## config.mk

```make
export PLATFORM = sky130hd
export DESIGN_NAME = branch_ctrl_flat
export DESIGN_NICKNAME = d
export VERILOG_FILES = /design/src/rtl/branch_pkg.sv /design/src/rtl/branch_ctrl_if.sv /design/src/rtl/branch_hazard_detect.sv /design/src/rtl/branch_ctrl.sv /design/src/flat_wrapper.sv
export SDC_FILE = /design/constraint.sdc
export NUM_CORES = 1
export LEC_CHECK = 0
export ABC_AREA = 1
export CAP_MARGIN = 5
export CELL_PAD_IN_SITES_DETAIL_PLACEMENT = 1
export CELL_PAD_IN_SITES_GLOBAL_PLACEMENT = 1
export CORE_MARGIN = 2
export CORE_UTILIZATION = 21
export DETAILED_ROUTE_END_ITERATION = 7
export PLACE_DENSITY_LB_ADDON = 0.1
export SETUP_SLACK_MARGIN = 0.1
export SYNTH_ARGS = -nofsm -noshare
export SYNTH_HDL_FRONTEND = slang
export SYNTH_HIERARCHICAL = 1
export SYNTH_SLANG_ARGS = --single-unit
```

## constraint.sdc

```tcl
create_clock -name clk -period 5.3 [get_ports clk]
set_input_delay 1.06 -clock clk [delete_from_list [all_inputs] [get_ports clk]]
set_output_delay 1.06 -clock clk [all_outputs]
set_load 0.1 [all_outputs]
```

## src/rtl/branch_pkg.sv

```systemverilog
// Shared types for the ID-stage branch controller:
// branch type codes, FSM state encodings and stall-count width.
package branch_pkg;

    localparam int NEED_W = 2;

    typedef enum logic [2:0] {
        BR_NONE = 3'd0,
        BR_EQ   = 3'd1,
        BR_NE   = 3'd2,
        BR_GTZ  = 3'd3,
        BR_LTZ  = 3'd4,
        BR_GEZ  = 3'd5,
        BR_LEZ  = 3'd6,
        BR_RSV  = 3'd7
    } br_type_e;

    typedef enum logic [1:0] {
        S_IDLE    = 2'd0,
        S_WAIT    = 2'd1,
        S_RESOLVE = 2'd2
    } state_e;

    function automatic logic is_branch(input logic [2:0] t);
        return (t != BR_NONE) && (t != BR_RSV);
    endfunction

    function automatic logic uses_rt(input logic [2:0] t);
        return (t == BR_EQ) || (t == BR_NE);
    endfunction

endpackage

```

## src/rtl/branch_ctrl_if.sv

```systemverilog
// Bundle between the ID stage, hazard sources, branch-condition unit
// and the PC mux as seen by branch_ctrl.
interface branch_ctrl_if #(
    parameter int REG_AW = 5,
    parameter int ADDR_W = 32,
    parameter int STAT_W = 32
);
    logic              id_valid;
    logic [2:0]        id_brType;
    logic [REG_AW-1:0] id_rs;
    logic [REG_AW-1:0] id_rt;
    logic [ADDR_W-1:0] id_target;
    logic              ex_regWrite;
    logic              ex_memRead;
    logic [REG_AW-1:0] ex_rd;
    logic              mem_regWrite;
    logic              mem_memRead;
    logic [REG_AW-1:0] mem_rd;
    logic              branchAvail;
    logic              stall_if_id;
    logic              flush_if_id;
    logic              pc_sel;
    logic [ADDR_W-1:0] pc_target;
    logic              fwd_a;
    logic              fwd_b;
    logic [STAT_W-1:0] st_total;
    logic [STAT_W-1:0] st_taken;
    logic [STAT_W-1:0] st_stall;

    modport master (
        output id_valid, id_brType, id_rs, id_rt, id_target,
        output ex_regWrite, ex_memRead, ex_rd,
        output mem_regWrite, mem_memRead, mem_rd,
        output branchAvail,
        input  stall_if_id, flush_if_id, pc_sel, pc_target,
        input  fwd_a, fwd_b, st_total, st_taken, st_stall
    );

    modport slave (
        input  id_valid, id_brType, id_rs, id_rt, id_target,
        input  ex_regWrite, ex_memRead, ex_rd,
        input  mem_regWrite, mem_memRead, mem_rd,
        input  branchAvail,
        output stall_if_id, flush_if_id, pc_sel, pc_target,
        output fwd_a, fwd_b, st_total, st_taken, st_stall
    );

endinterface

```

## src/rtl/branch_hazard_detect.sv

```systemverilog
// Combinational RAW check on branch operands: stall length needed
// before resolution and EX/MEM forwarding selects.
module branch_hazard_detect
    import branch_pkg::*;
#(
    parameter int REG_AW = 5
) (
    input  logic [2:0]        br_type,
    input  logic [REG_AW-1:0] rs,
    input  logic [REG_AW-1:0] rt,
    input  logic              ex_wr,
    input  logic              ex_ld,
    input  logic [REG_AW-1:0] ex_rd,
    input  logic              mem_wr,
    input  logic              mem_ld,
    input  logic [REG_AW-1:0] mem_rd,
    output logic [NEED_W-1:0] need,
    output logic              fwd_a,
    output logic              fwd_b
);

    logic ex_ok, mem_ok;
    logic ex_a, ex_b, mem_a, mem_b;
    logic [NEED_W-1:0] need_a, need_b;

    assign ex_ok  = ex_wr && (ex_rd != '0);
    assign mem_ok = mem_wr && (mem_rd != '0);

    assign ex_a  = ex_ok && (ex_rd == rs);
    assign ex_b  = ex_ok && (ex_rd == rt);
    assign mem_a = mem_ok && (mem_rd == rs);
    assign mem_b = mem_ok && (mem_rd == rt);

    // An EX load is two cycles from usable data; anything else one.
    assign need_a = ex_a ? (ex_ld ? 2'd2 : 2'd1)
                  : ((mem_a && mem_ld) ? 2'd1 : 2'd0);

    assign need_b = !uses_rt(br_type) ? 2'd0
                  : ex_b ? (ex_ld ? 2'd2 : 2'd1)
                  : ((mem_b && mem_ld) ? 2'd1 : 2'd0);

    assign need  = (need_a > need_b) ? need_a : need_b;
    assign fwd_a = mem_a && !mem_ld;
    assign fwd_b = mem_b && !mem_ld;

endmodule

```

## src/rtl/branch_ctrl.sv

```systemverilog
// ID-stage branch sequencer: stall, forward, redirect and flush.
// Define BRANCH_STATS_EN to build the saturating statistics counters.
module branch_ctrl
    import branch_pkg::*;
#(
    parameter int REG_AW = 5,
    parameter int ADDR_W = 32,
    parameter int STAT_W = 32
) (
    input logic          clk,
    input logic          rst,
    branch_ctrl_if.slave bus
);

    state_e            state;
    logic [NEED_W-1:0] cnt;
    logic [NEED_W-1:0] need;
    logic              is_br;
    logic              hz_a, hz_b;
    logic              stall, resolve, taken;

    branch_hazard_detect #(.REG_AW(REG_AW)) u_hz (
        .br_type (bus.id_brType),
        .rs      (bus.id_rs),
        .rt      (bus.id_rt),
        .ex_wr   (bus.ex_regWrite),
        .ex_ld   (bus.ex_memRead),
        .ex_rd   (bus.ex_rd),
        .mem_wr  (bus.mem_regWrite),
        .mem_ld  (bus.mem_memRead),
        .mem_rd  (bus.mem_rd),
        .need    (need),
        .fwd_a   (hz_a),
        .fwd_b   (hz_b)
    );

    assign is_br = bus.id_valid && is_branch(bus.id_brType);

    always_comb begin
        stall   = 1'b0;
        resolve = 1'b0;
        if (!rst) begin
            unique case (state)
                S_IDLE: begin
                    stall   = is_br && (need != '0);
                    resolve = is_br && (need == '0);
                end
                S_WAIT:    stall   = 1'b1;
                S_RESOLVE: resolve = is_br;
                default: ;
            endcase
        end
    end

    assign taken = resolve && bus.branchAvail;

    assign bus.stall_if_id = stall;
    assign bus.pc_sel      = taken;
    assign bus.flush_if_id = taken;
    assign bus.pc_target   = taken ? bus.id_target
                                   : {ADDR_W{1'b0}};
    assign bus.fwd_a       = !rst && hz_a;
    assign bus.fwd_b       = !rst && hz_b;

    // Stall length is latched in IDLE; WAIT only counts it down.
    always_ff @(posedge clk) begin
        if (rst) begin
            state <= S_IDLE;
            cnt   <= '0;
        end else begin
            unique case (state)
                S_IDLE: begin
                    if (is_br && (need != '0)) begin
                        cnt   <= need;
                        state <= (need == 2'd1) ? S_RESOLVE
                                                : S_WAIT;
                    end
                end
                S_WAIT: begin
                    cnt <= cnt - 1'b1;
                    if (cnt == 2'd2)
                        state <= S_RESOLVE;
                end
                S_RESOLVE: state <= S_IDLE;
                default:   state <= S_IDLE;
            endcase
        end
    end

`ifdef BRANCH_STATS_EN
    logic [STAT_W-1:0] n_total, n_taken, n_stall;

    always_ff @(posedge clk) begin
        if (rst) begin
            n_total <= '0;
            n_taken <= '0;
            n_stall <= '0;
        end else begin
            if (resolve && (n_total != '1))
                n_total <= n_total + 1'b1;
            if (taken && (n_taken != '1))
                n_taken <= n_taken + 1'b1;
            if (stall && (n_stall != '1))
                n_stall <= n_stall + 1'b1;
        end
    end

    assign bus.st_total = rst ? {STAT_W{1'b0}} : n_total;
    assign bus.st_taken = rst ? {STAT_W{1'b0}} : n_taken;
    assign bus.st_stall = rst ? {STAT_W{1'b0}} : n_stall;
`else
    assign bus.st_total = {STAT_W{1'b0}};
    assign bus.st_taken = {STAT_W{1'b0}};
    assign bus.st_stall = {STAT_W{1'b0}};
`endif

endmodule

```

## src/flat_wrapper.sv

```systemverilog
// flat-port wrapper written by rule: the top's interface ports become plain ports
module branch_ctrl_flat import branch_pkg::*;
#(
    parameter int REG_AW = 5,
    parameter int ADDR_W = 32,
    parameter int STAT_W = 32
)
  (clk, rst, bus_id_valid, bus_id_brType, bus_id_rs, bus_id_rt, bus_id_target, bus_ex_regWrite, bus_ex_memRead, bus_ex_rd, bus_mem_regWrite, bus_mem_memRead, bus_mem_rd, bus_branchAvail, bus_stall_if_id, bus_flush_if_id, bus_pc_sel, bus_pc_target, bus_fwd_a, bus_fwd_b, bus_st_total, bus_st_taken, bus_st_stall);
  branch_ctrl_if #(.REG_AW(REG_AW), .ADDR_W(ADDR_W), .STAT_W(STAT_W)) bus_i ();
  input logic clk;
  input logic rst;
  input wire logic [$bits(bus_i.id_valid)-1:0] bus_id_valid;
  input wire logic [$bits(bus_i.id_brType)-1:0] bus_id_brType;
  input wire logic [$bits(bus_i.id_rs)-1:0] bus_id_rs;
  input wire logic [$bits(bus_i.id_rt)-1:0] bus_id_rt;
  input wire logic [$bits(bus_i.id_target)-1:0] bus_id_target;
  input wire logic [$bits(bus_i.ex_regWrite)-1:0] bus_ex_regWrite;
  input wire logic [$bits(bus_i.ex_memRead)-1:0] bus_ex_memRead;
  input wire logic [$bits(bus_i.ex_rd)-1:0] bus_ex_rd;
  input wire logic [$bits(bus_i.mem_regWrite)-1:0] bus_mem_regWrite;
  input wire logic [$bits(bus_i.mem_memRead)-1:0] bus_mem_memRead;
  input wire logic [$bits(bus_i.mem_rd)-1:0] bus_mem_rd;
  input wire logic [$bits(bus_i.branchAvail)-1:0] bus_branchAvail;
  output wire logic [$bits(bus_i.stall_if_id)-1:0] bus_stall_if_id;
  output wire logic [$bits(bus_i.flush_if_id)-1:0] bus_flush_if_id;
  output wire logic [$bits(bus_i.pc_sel)-1:0] bus_pc_sel;
  output wire logic [$bits(bus_i.pc_target)-1:0] bus_pc_target;
  output wire logic [$bits(bus_i.fwd_a)-1:0] bus_fwd_a;
  output wire logic [$bits(bus_i.fwd_b)-1:0] bus_fwd_b;
  output wire logic [$bits(bus_i.st_total)-1:0] bus_st_total;
  output wire logic [$bits(bus_i.st_taken)-1:0] bus_st_taken;
  output wire logic [$bits(bus_i.st_stall)-1:0] bus_st_stall;
  assign bus_i.id_valid = bus_id_valid;
  assign bus_i.id_brType = bus_id_brType;
  assign bus_i.id_rs = bus_id_rs;
  assign bus_i.id_rt = bus_id_rt;
  assign bus_i.id_target = bus_id_target;
  assign bus_i.ex_regWrite = bus_ex_regWrite;
  assign bus_i.ex_memRead = bus_ex_memRead;
  assign bus_i.ex_rd = bus_ex_rd;
  assign bus_i.mem_regWrite = bus_mem_regWrite;
  assign bus_i.mem_memRead = bus_mem_memRead;
  assign bus_i.mem_rd = bus_mem_rd;
  assign bus_i.branchAvail = bus_branchAvail;
  assign bus_stall_if_id = bus_i.stall_if_id;
  assign bus_flush_if_id = bus_i.flush_if_id;
  assign bus_pc_sel = bus_i.pc_sel;
  assign bus_pc_target = bus_i.pc_target;
  assign bus_fwd_a = bus_i.fwd_a;
  assign bus_fwd_b = bus_i.fwd_b;
  assign bus_st_total = bus_i.st_total;
  assign bus_st_taken = bus_i.st_taken;
  assign bus_st_stall = bus_i.st_stall;
  branch_ctrl #(.REG_AW(REG_AW), .ADDR_W(ADDR_W), .STAT_W(STAT_W)) u_core (.clk(clk), .rst(rst), .bus(bus_i));
endmodule
```

==> flow_metrics.py, run 1 <==
metrics = {
    "die": {
        "io-pin-count": 196,
        "rows": 36,
        "die-area_um2": 10800,
        "initial_core_util_pct": 21.5,
        "die_h_um": 104,
        "die-width_um": 104,
        "core_area_um2": 9730,
    },
    "setup_path": {
        "worstPathArrival_ns": 3.92,
        "crit_path_frequent_cell": "nor2_2",
        "rr_startpoint": "u_core/state[0]$_SDFFE_PP0P_",
        "crit_slowest_cell": "clkdlybuf4s50_1",
        "critPathMaxFanout": 6,
        "cp.required_ns": 4.24,
        "critPathKind": "primary input to primary output",
        "startpoint_type": "primary input",
        "crit_path_cell_trace": "clkdlybuf4s50_1, xor2_1, nor2_2, nand4_2, or2_1, ha_1, nor2_1, o21a_1, nand3_1, nand2_1, inv_1, nor2_2, nor2_2, nor3_4, inv_4, clkbuf_16, nor2_4, buf_12",
        "slowest_delay_ns": 0.44,
        "reg2reg_setup_slack_ns": 4.13,
        "regToRegEndpoint": "u_core/state[1]$_SDFFE_PP0P_",
        "r2r_cells": 6,
        "critPathCaptureType": "primary output",
    },
    "cts": {
        "clk_latency_ns": 0.21,
        "clockBufferDepth": 2,
        "cts_tree": "built",
        "path_clk_slew_ns": 0.03,
        "clock_sinks": 4,
        "clk_root_buffer_cell": "clkbuf_8",
        "cts_buffers": 3,
        "hold_buffers": 0,
        "cts_max_level": 1,
    },
    "timing": {
        "rsz0062_at_grt": "false",
        "drv_slew": 0,
        "tns_ns": 0,
        "clock.fmax_mhz": 201,
        "setup_viol": 0,
        "hold_violations": 0,
        "min_period_ns": 4.98,
        "fin_skew_ns": 0.00111,
        "finalCritPeriodShare_pct": 94.0,
    },
    "synthesis": {
        "ys_seq_area_share_pct": 3.83,
        "synth_area_leaders": "buf_4 (35%), nor2_4 (16%), inv_1 (9.7%), nand2_1 (6.3%), nor2_1 (4.1%)",
        "synth_seq_cells": 4,
        "muxShareOfSynthArea_pct": 0,
        "synth_fa_ha_area_share_pct": 2.40,
        "synth-main-ff-cell": "dfxtp_1",
        "synth_area_um2": 2090,
        "synth_top_family_by_area": "buffers and inverters",
        "synth-edff-count": 0,
        "async_flop_share_pct": 0,
        "ys_types": 29,
        "postSynthAreaPerCell_um2": 6.63,
        "synthSimpleGateAreaFrac_pct": 37.0,
        "synth_cells": 315,
        "yosysTopAreaCell": "buf_4",
        "synth-compound-area-share_pct": 2.75,
        "synthXorXnorAreaFrac_pct": 4.61,
        "yosysTopAreaCellShare_pct": 34.9,
        "synth_warnings": 6,
    },
    "power": {
        "power_frac_seq_pct": 5.2,
        "cell_internal_pwr_mw": 0.172,
        "power.density_nw_per_um2": 178,
        "swShare_pct": 71.5,
        "comb_power_share_pct": 84.4,
        "p_sw_mw": 0.432,
        "vdd_drop_max_mv": 0.0919,
        "p_leak_nw": 1.79,
        "p_total_mw": 0.604,
        "p_clk_share_pct": 10.5,
    },
    "routing": {
        "drc": 0,
        "wl_per_cell_um": 10.9,
        "viasPerCell": 3.46,
        "drt_pass1_iterations": 3,
        "ant_nets": 0,
        "wl_mm": 6.02,
        "drtIter0Drc": 26,
        "vias": 1915,
    },
    "global_route": {
        "grt_pass1_vias": 1789,
        "antenna_found_initial": 0,
        "grt_start_max_net_pins": 25,
        "grt_pass1_wl_mm": 8.94,
        "overflow": 0,
        "grt.total_usage_pct": 10.1,
    },
    "cells_and_area": {
        "final_util_pct": 35.0,
        "nNetsFinal": 489,
        "area.growth.synth_to_final_pct": 62.8,
        "diodes": 0,
        "drive_gt1_share_pct": 25.5,
        "stdcell_count": 553,
    },
    "min_path": {
        "min-delay-start": "u_core/cnt[1]$_SDFFE_PP0P_",
        "hold_depth": 4,
        "min_path_type": "flop to flop",
        "holdPathEnd": "u_core/cnt[1]$_SDFFE_PP0P_",
    },
    "placement": {
        "gp_congestion": 0.729,
        "dpl.hpwl_mm": 5.37,
        "portBuffers": 99,
        "placed_cells": 545,
    },
    "outcome": {
        "outcome": "completed",
    },
    "run": {
        "maxCapViolCount": 0,
    },
}
==> flip-flops by register name, indices dropped and copies added (netlist names) <==
register / flops
u_core/cnt: 2
u_core/state: 2
==> critical path: cells and delay by family <==
| family | cells | cell delay (ns) |
|---|---|---|
| xor+xnor | 1 | 0.17 |
| buf+inv | 5 | 0.97 |
| fa+ha+maj | 1 | 0.29 |
| simple gates | 10 | 1.26 |
| compound gates | 1 | 0.16 |
==> worst max-delay path by stage <==
stage                     slack [ns]          from                end  cells past startpoint
after floorplan                -0.08  bus_ex_rd[3]  bus_pc_target[10]                     16
after global placement          0.13  bus_ex_rd[0]   bus_pc_target[0]                     21
after detailed placement        0.05  bus_ex_rd[0]   bus_pc_target[0]                     21
after CTS                       0.12  bus_ex_rd[1]   bus_pc_target[0]                     20
after global routing            0.11  bus_id_rt[2]   bus_pc_target[3]                     18
final                           0.32  bus_id_rt[2]   bus_pc_target[3]                     18
==> repair_timing <==
action,4_1_cts,5_1_grt
hold endpoints to repair,0,0
cloned,0,3
endpoints found under the setup margin,32,33
gates resized for setup,2,25
pin swaps,0,13
buffers inserted,0,2
==> cell usage after synthesis (3+ instances only) <==
master and n:
nor2_4 30, nand3_2 3, ha_1 4, xor2_1 9, inv_2 7, buf_12 3, nor2_2 5, nand3_1 12
a21oi_1 6, nor2_1 23, nand2_1 35, buf_4 97, inv_1 54, nand4_1 5, dfxtp_1 4, o21ai_0 3
==> final cells by class <==
| type | instances | area, um^2 |
|---|---|---|
| tap | 133 | 166 |
| timing repair buffer | 107 | 1510 |
| multi-input combinational | 243 | 1370 |
| clock buffer | 3 | 41.3 |
| fill | 1246 | 6330 |
| sequential | 4 | 80.1 |
| inverter | 63 | 240 |
==> cells in the final DEF, fill, tap and decap left out, drive strengths merged, types with 4 or more instances in the layout <==
cell           instances
inv                   62
clkbuf                 5
buf                   43
o21ai                  4
nor2                  58
nand2                 36
nand4                  6
a21oi                  6
conb                  96
ha                     4
xor2                   9
nand3                 15
dlymetal6s2s          18
dfxtp                  4
clkdlybuf4s50         43
==> through the flow <==
stage	hold slack, ns	cell area, um^2	setup WS, ns
3_5_place_dp	0.554	3210	0.0545
5_1_grt	0.613	3400	0.105
6_report	0.558	3400	0.320
4_1_cts	0.558	3260	0.117
2_1_floorplan	0.520	2460	-0.0788
3_3_place_gp	0.542	3210	0.127
==> power groups by stage <==
stage	Clock [mW]	Sequential (mW)	Combinational, mW
finish	0.0632	0.0312	0.510
CTS	0.0659	0.0312	0.504
global route	0.0693	0.0312	0.527
global placement	0	0.0316	0.502
detailed placement	0	0.0316	0.504
floorplan	0	0.0316	0.464
==> routing by layer <==
| layer | part of all wire [%] | GRT usage (%) |
|---|---|---|
| met5 | 0 | 0 |
| met3 | 9.8 | 2.83 |
| met2 | 49 | 17.6 |
| met4 | 0.35 | 1.74 |
| met1 | 41 | 12.4 |
==> kinds of logic after synthesis <==
kind of cell,count (synthesis)
flops,4
fa+ha+maj,4
xor+xnor,11
buf+inv,163
simple gates,121
compound gates,11
other cells,1
No activity file was read; power rests on OpenSTA's default activity.
==> run 2, diff against run 1 <==
- CORE_MARGIN: 2 -> 1.5
==> run 2 against run 1 <==
  * Total power is 0.10% lower
  * Sequential share of layout area about the same
  * Worst hold slack worse by 0.0076 ns
  * Critical path type unchanged
==> flow_metrics.py, run 2 (synthesis results as in run 1) <==
metrics = {
    "outcome": {
        "outcome": "completed",
    },
    "setup_path": {
        "critPathKind": "primary input to primary output",
        "worstPathArrival_ns": 3.82,
        "regToRegEndpoint": "u_core/state[1]$_SDFFE_PP0P_",
        "slowest_delay_ns": 0.46,
        "cp.required_ns": 4.24,
        "crit_path_frequent_cell": "nand2_1",
        "rr_startpoint": "u_core/state[0]$_SDFFE_PP0P_",
        "reg2reg_setup_slack_ns": 4.15,
        "critPathCaptureType": "primary output",
        "r2r_cells": 6,
        "startpoint_type": "primary input",
        "crit_slowest_cell": "clkdlybuf4s50_1",
        "critPathMaxFanout": 8,
        "crit_path_cell_trace": "clkdlybuf4s50_1, nand2_1, inv_2, nand4_2, or2_1, ha_1, nor2_1, o21a_1, inv_1, nand2_1, nand2_1, inv_1, nor2_2, nor2_2, nor3_4, inv_4, clkbuf_16, nor2_4, buf_12",
    },
    "min_path": {
        "min_path_type": "flop to flop",
        "hold_depth": 4,
        "min-delay-start": "u_core/cnt[1]$_SDFFE_PP0P_",
        "holdPathEnd": "u_core/cnt[1]$_SDFFE_PP0P_",
    },
    "die": {
        "die-width_um": 103,
        "rows": 36,
        "die_h_um": 103,
        "core_area_um2": 9730,
        "io-pin-count": 196,
        "die-area_um2": 10600,
        "initial_core_util_pct": 21.5,
    },
    "cts": {
        "clk_latency_ns": 0.22,
        "hold_buffers": 0,
        "clockBufferDepth": 2,
        "cts_buffers": 3,
        "cts_max_level": 1,
        "clk_root_buffer_cell": "clkbuf_8",
        "clock_sinks": 4,
        "cts_tree": "built",
        "path_clk_slew_ns": 0.03,
    },
    "routing": {
        "drc": 0,
        "vias": 1883,
        "wl_per_cell_um": 10.2,
        "wl_mm": 5.68,
        "drt_pass1_iterations": 4,
        "drtIter0Drc": 19,
        "ant_nets": 0,
        "viasPerCell": 3.39,
    },
    "global_route": {
        "grt_start_max_net_pins": 33,
        "overflow": 0,
        "grt_pass1_vias": 1696,
        "grt.total_usage_pct": 9.36,
        "grt_pass1_wl_mm": 8.02,
        "antenna_found_initial": 0,
    },
    "cells_and_area": {
        "area.growth.synth_to_final_pct": 63.4,
        "final_common_cell": "conb_1",
        "final_cell_area_um2": 3410,
        "drive_gt1_share_pct": 25.6,
        "nNetsFinal": 491,
        "largestRegisters": "u_core/cnt (2), u_core/state (2)",
        "layout_common_cells": "conb_1 (96), inv_1 (53), clkdlybuf4s50_1 (42)",
        "fillCellCount": 1229,
        "diodes": 0,
        "stdcell_count": 555,
    },
    "timing": {
        "setup_viol": 0,
        "hold_violations": 0,
        "fin_skew_ns": 0.00121,
        "finalCritPeriodShare_pct": 92.0,
        "setup_ws_ns": 0.424,
        "rsz0062_at_grt": "false",
        "min_period_ns": 4.88,
        "tns_ns": 0,
        "drv_slew": 0,
        "clock.fmax_mhz": 205,
    },
    "placement": {
        "placed_cells": 544,
        "dpl.hpwl_mm": 4.88,
        "dpl-instance-area_um2": 3210,
        "portBuffers": 99,
        "dp_slack_ns": 0.100,
        "gp_congestion": 0.711,
    },
    "run": {
        "maxCapViolCount": 0,
    },
    "power": {
        "vdd_drop_max_mv": 0.0880,
        "p_total_mw": 0.604,
        "power.density_nw_per_um2": 177,
        "p_leak_nw": 1.81,
    },
}
==> run 2: cell types whose count changed in the layout (fill, tap and decap cells not counted), sizes merged <==
cell           delta
dlygate4sd2       -1
dlymetal6s2s      +2
clkdlybuf4s50     -1
buf               +2
==> run 2: how the worst max path moves through the flow <==
stage	start	endpoint	slack [ns]	cells past startpoint
after floorplan	bus_ex_rd[3]	bus_pc_target[10]	-0.08	16
after global placement	bus_ex_rd[1]	bus_pc_target[21]	0.18	20
after global routing	bus_ex_rd[1]	bus_pc_target[0]	0.16	21
after detailed placement	bus_ex_rd[1]	bus_pc_target[26]	0.10	20
final	bus_ex_regWrite	bus_pc_target[0]	0.42	19
after CTS	bus_ex_rd[1]	bus_pc_target[26]	0.1	20
==> run 2: layer usage <==
layer,wire length [um],GRT usage (%),vias to the layer above
met2,2690,16.1,115
li1,-,-,949
met5,0,0,-
met4,0,0.624,0
met1,2420,12.4,819
met3,563,2.31,0
==> run 2: area by class of cell <==
class / instances / area, um^2 / share of cell area (%)
timing repair buffer: 109 / 1520 / 44.5
multi-input combinational: 243 / 1370 / 40.0
inverter: 63 / 240 / 7.04
tap: 133 / 166 / 4.88
sequential: 4 / 80.1 / 2.35
clock buffer: 3 / 41.3 / 1.21
==> run 2: critical path: cells and delay by family <==
kind / cells / cell delay [ns]
AOI/OAI and AO/OA: 1 / 0.19
adders and majority gates: 1 / 0.30
buffers and inverters: 7 / 1.12
and+or+nand+nor: 10 / 1.14
==> run 2: what timing repair did <==
item | CTS | global route
gates cloned | 0 | 3
pin swaps | 0 | 13
endpoints found under the setup margin | 2 | 35
resized for setup | 0 | 25
buffers inserted | 0 | 5
==> run 2: power by group <==
group,switching [mW],internal (mW)
Sequential,0.000273,0.0310
Clock,0.0154,0.0484
Combinational,0.416,0.0929
==> run 2: through the flow <==
step / hold slack (ns) / util (%)
6_report: 0.550 / 35.1
3_5_place_dp: 0.549 / 33.0
2_1_floorplan: 0.520 / -
3_3_place_gp: 0.539 / 33.0
5_1_grt: 0.579 / 35.1
4_1_cts: 0.553 / 33.4
==> run 3, diff against run 2 <==
- CORE_UTILIZATION: 21 -> 19
- clock period: 5.3 -> 5.23 ns (I/O delays scaled with it)
==> run 3 against run 2 <==
  * Sequential share of layout area is essentially flat
  * Global-route usage rose by 0.78 points
  * Critical path depth down 1
  * Sequential power up 2%
  * Non-clock buffer count grew 2
  * Largest power group unchanged
==> flow_metrics.py, run 3 (synthesis results as in run 1) <==
metrics = {
    "outcome": {
        "outcome": "completed",
    },
    "timing": {
        "clock.fmax_mhz": 204,
        "min_period_ns": 4.90,
        "hold_violations": 0,
        "finalCritPeriodShare_pct": 93.7,
        "fin_skew_ns": 0.000370,
        "drv_slew": 0,
        "rsz0062_at_grt": "false",
        "setup_viol": 0,
    },
    "routing": {
        "drc": 0,
        "viasPerCell": 3.39,
        "drt_pass1_iterations": 3,
        "drtIter0Drc": 24,
        "vias": 1913,
        "wl_mm": 6.32,
        "ant_nets": 0,
        "wl_per_cell_um": 11.2,
    },
    "setup_path": {
        "cp.required_ns": 4.18,
        "critPathMaxFanout": 6,
        "critPathCaptureType": "primary output",
        "worstPathArrival_ns": 3.85,
        "critPathKind": "primary input to primary output",
        "startpoint_type": "primary input",
    },
    "global_route": {
        "grt_pass1_wl_mm": 9.25,
        "grt_pass1_vias": 1772,
        "overflow": 0,
        "grtUsageMet3_pct": 2.48,
        "antenna_found_initial": 0,
        "grt.total_usage_pct": 10.1,
        "use_met1_pct": 13.5,
        "met2_usage_pct": 17.0,
        "grt-busiest-layer": "met2",
        "grt_start_max_net_pins": 22,
    },
    "cts": {
        "path_clk_slew_ns": 0.03,
        "clock_sinks": 4,
        "cts_buffers": 3,
        "clk_latency_ns": 0.21,
        "cts_max_level": 1,
        "clockBufferDepth": 2,
        "cts_tree": "built",
        "clk_root_buffer_cell": "clkbuf_8",
        "hold_buffers": 0,
    },
    "die": {
        "die-width_um": 108,
        "core_area_um2": 10800,
        "die-area_um2": 11600,
        "io-pin-count": 196,
        "initial_core_util_pct": 19.4,
        "die_h_um": 108,
        "rows": 38,
    },
    "run": {
        "maxCapViolCount": 0,
    },
    "cells_and_area": {
        "drive_gt1_share_pct": 26.2,
        "final_cell_area_um2": 3460,
        "area.growth.synth_to_final_pct": 65.4,
        "nNetsFinal": 493,
        "final_common_cell": "conb_1",
        "largestRegisters": "u_core/cnt (2), u_core/state (2)",
        "layout_common_cells": "conb_1 (96), inv_1 (53), clkdlybuf4s50_1 (40)",
        "final_util_pct": 32.0,
        "diodes": 0,
    },
    "power": {
        "vdd_drop_max_mv": 0.104,
        "p_total_mw": 0.615,
        "swShare_pct": 71.2,
        "cell_internal_pwr_mw": 0.177,
        "p_leak_nw": 1.84,
        "power.density_nw_per_um2": 178,
        "p_clk_share_pct": 10.3,
        "p_sw_mw": 0.438,
        "comb_power_share_pct": 84.5,
        "power_frac_seq_pct": 5.1,
    },
    "placement": {
        "portBuffers": 99,
        "gp_congestion": 0.808,
        "dpl.hpwl_mm": 5.60,
        "dpl-instance-area_um2": 3240,
    },
    "min_path": {
        "min_path_type": "flop to flop",
    },
}
## run 3: cell count changes in the layout (fill, tap and decap cells not counted), sizes merged
cell           previous run  this run
clkbuf                    5         8
clkinv                    1         2
buf                      45        46
inv                      62        61
clkdlybuf4s50            42        40
## run 3: power by group through the flow
| stage | Sequential, mW | Clock (mW) | Combinational (mW) |
|---|---|---|---|
| 2_1_floorplan | 0.0320 | 0 | 0.470 |
| 3_3_place_gp | 0.0320 | 0 | 0.512 |
| 3_5_place_dp | 0.0321 | 0 | 0.513 |
| 4_1_cts | 0.0317 | 0.0667 | 0.514 |
| 5_1_grt | 0.0317 | 0.0680 | 0.540 |
| 6_report | 0.0317 | 0.0636 | 0.519 |
## run 3: through the flow
step           TNS, ns  cells  hold slack, ns  setup slack (ns)
6_report             0    564           0.544             0.331
5_1_grt              0    564           0.597             0.106
4_1_cts              0    557           0.550            0.0988
3_5_place_dp         0    553           0.546            0.0890
3_3_place_gp         0    553           0.540            0.0827
2_1_floorplan    -3.62    410           0.520            -0.121
## run 3: final timing paths
check,startpoint,endpoint,slack [ns],cells after the start
setup / recovery,bus_ex_regWrite,bus_pc_target[8],0.33,18
hold / removal,u_core/cnt[1]$_SDFFE_PP0P_,u_core/cnt[1]$_SDFFE_PP0P_,0.54,4
setup reg to reg,u_core/state[1]$_SDFFE_PP0P_,u_core/cnt[1]$_SDFFE_PP0P_,4.04,5
hold reg to reg,u_core/cnt[1]$_SDFFE_PP0P_,u_core/cnt[1]$_SDFFE_PP0P_,0.54,4
## run 3: final cells by class
class | count | area [um^2]
fill | 1334 | 7340
timing repair buffer | 111 | 1560
multi-input combinational | 243 | 1360
inverter | 63 | 243
tap | 140 | 175
sequential | 4 | 80.1
clock buffer | 3 | 41.3
## run 3: timing repair
| item | CTS | global route |
|---|---|---|
| setup endpoints to repair | 21 | 35 |
| gates resized for setup | 1 | 30 |
| gates cloned | 0 | 4 |
| pin swaps | 0 | 8 |
| buffers inserted | 1 | 3 |
## run 3: critical path: stages
cell             delay, ns
clkdlybuf4s50_1       0.46
nand2_1               0.06
inv_2                 0.08
nand4_2               0.11
or2_1                 0.25
ha_1                  0.30
nor2_1                0.11
o21a_1                0.13
nand3_1               0.08
nand2_1               0.07
inv_1                 0.05
nor2_2                0.10
nor2_2                0.07
nor3_4                0.25
clkinv_4              0.17
clkbuf_16             0.21
nor2_4                0.12
buf_12                0.18
## run 3: metal layers
layer  share of wire [%]  vias to the layer above
li1                    -                      949
met1                  45                      846
met2                  47                      116
met3                 8.6                        2
met4                0.21                        0
met5                   0                        -
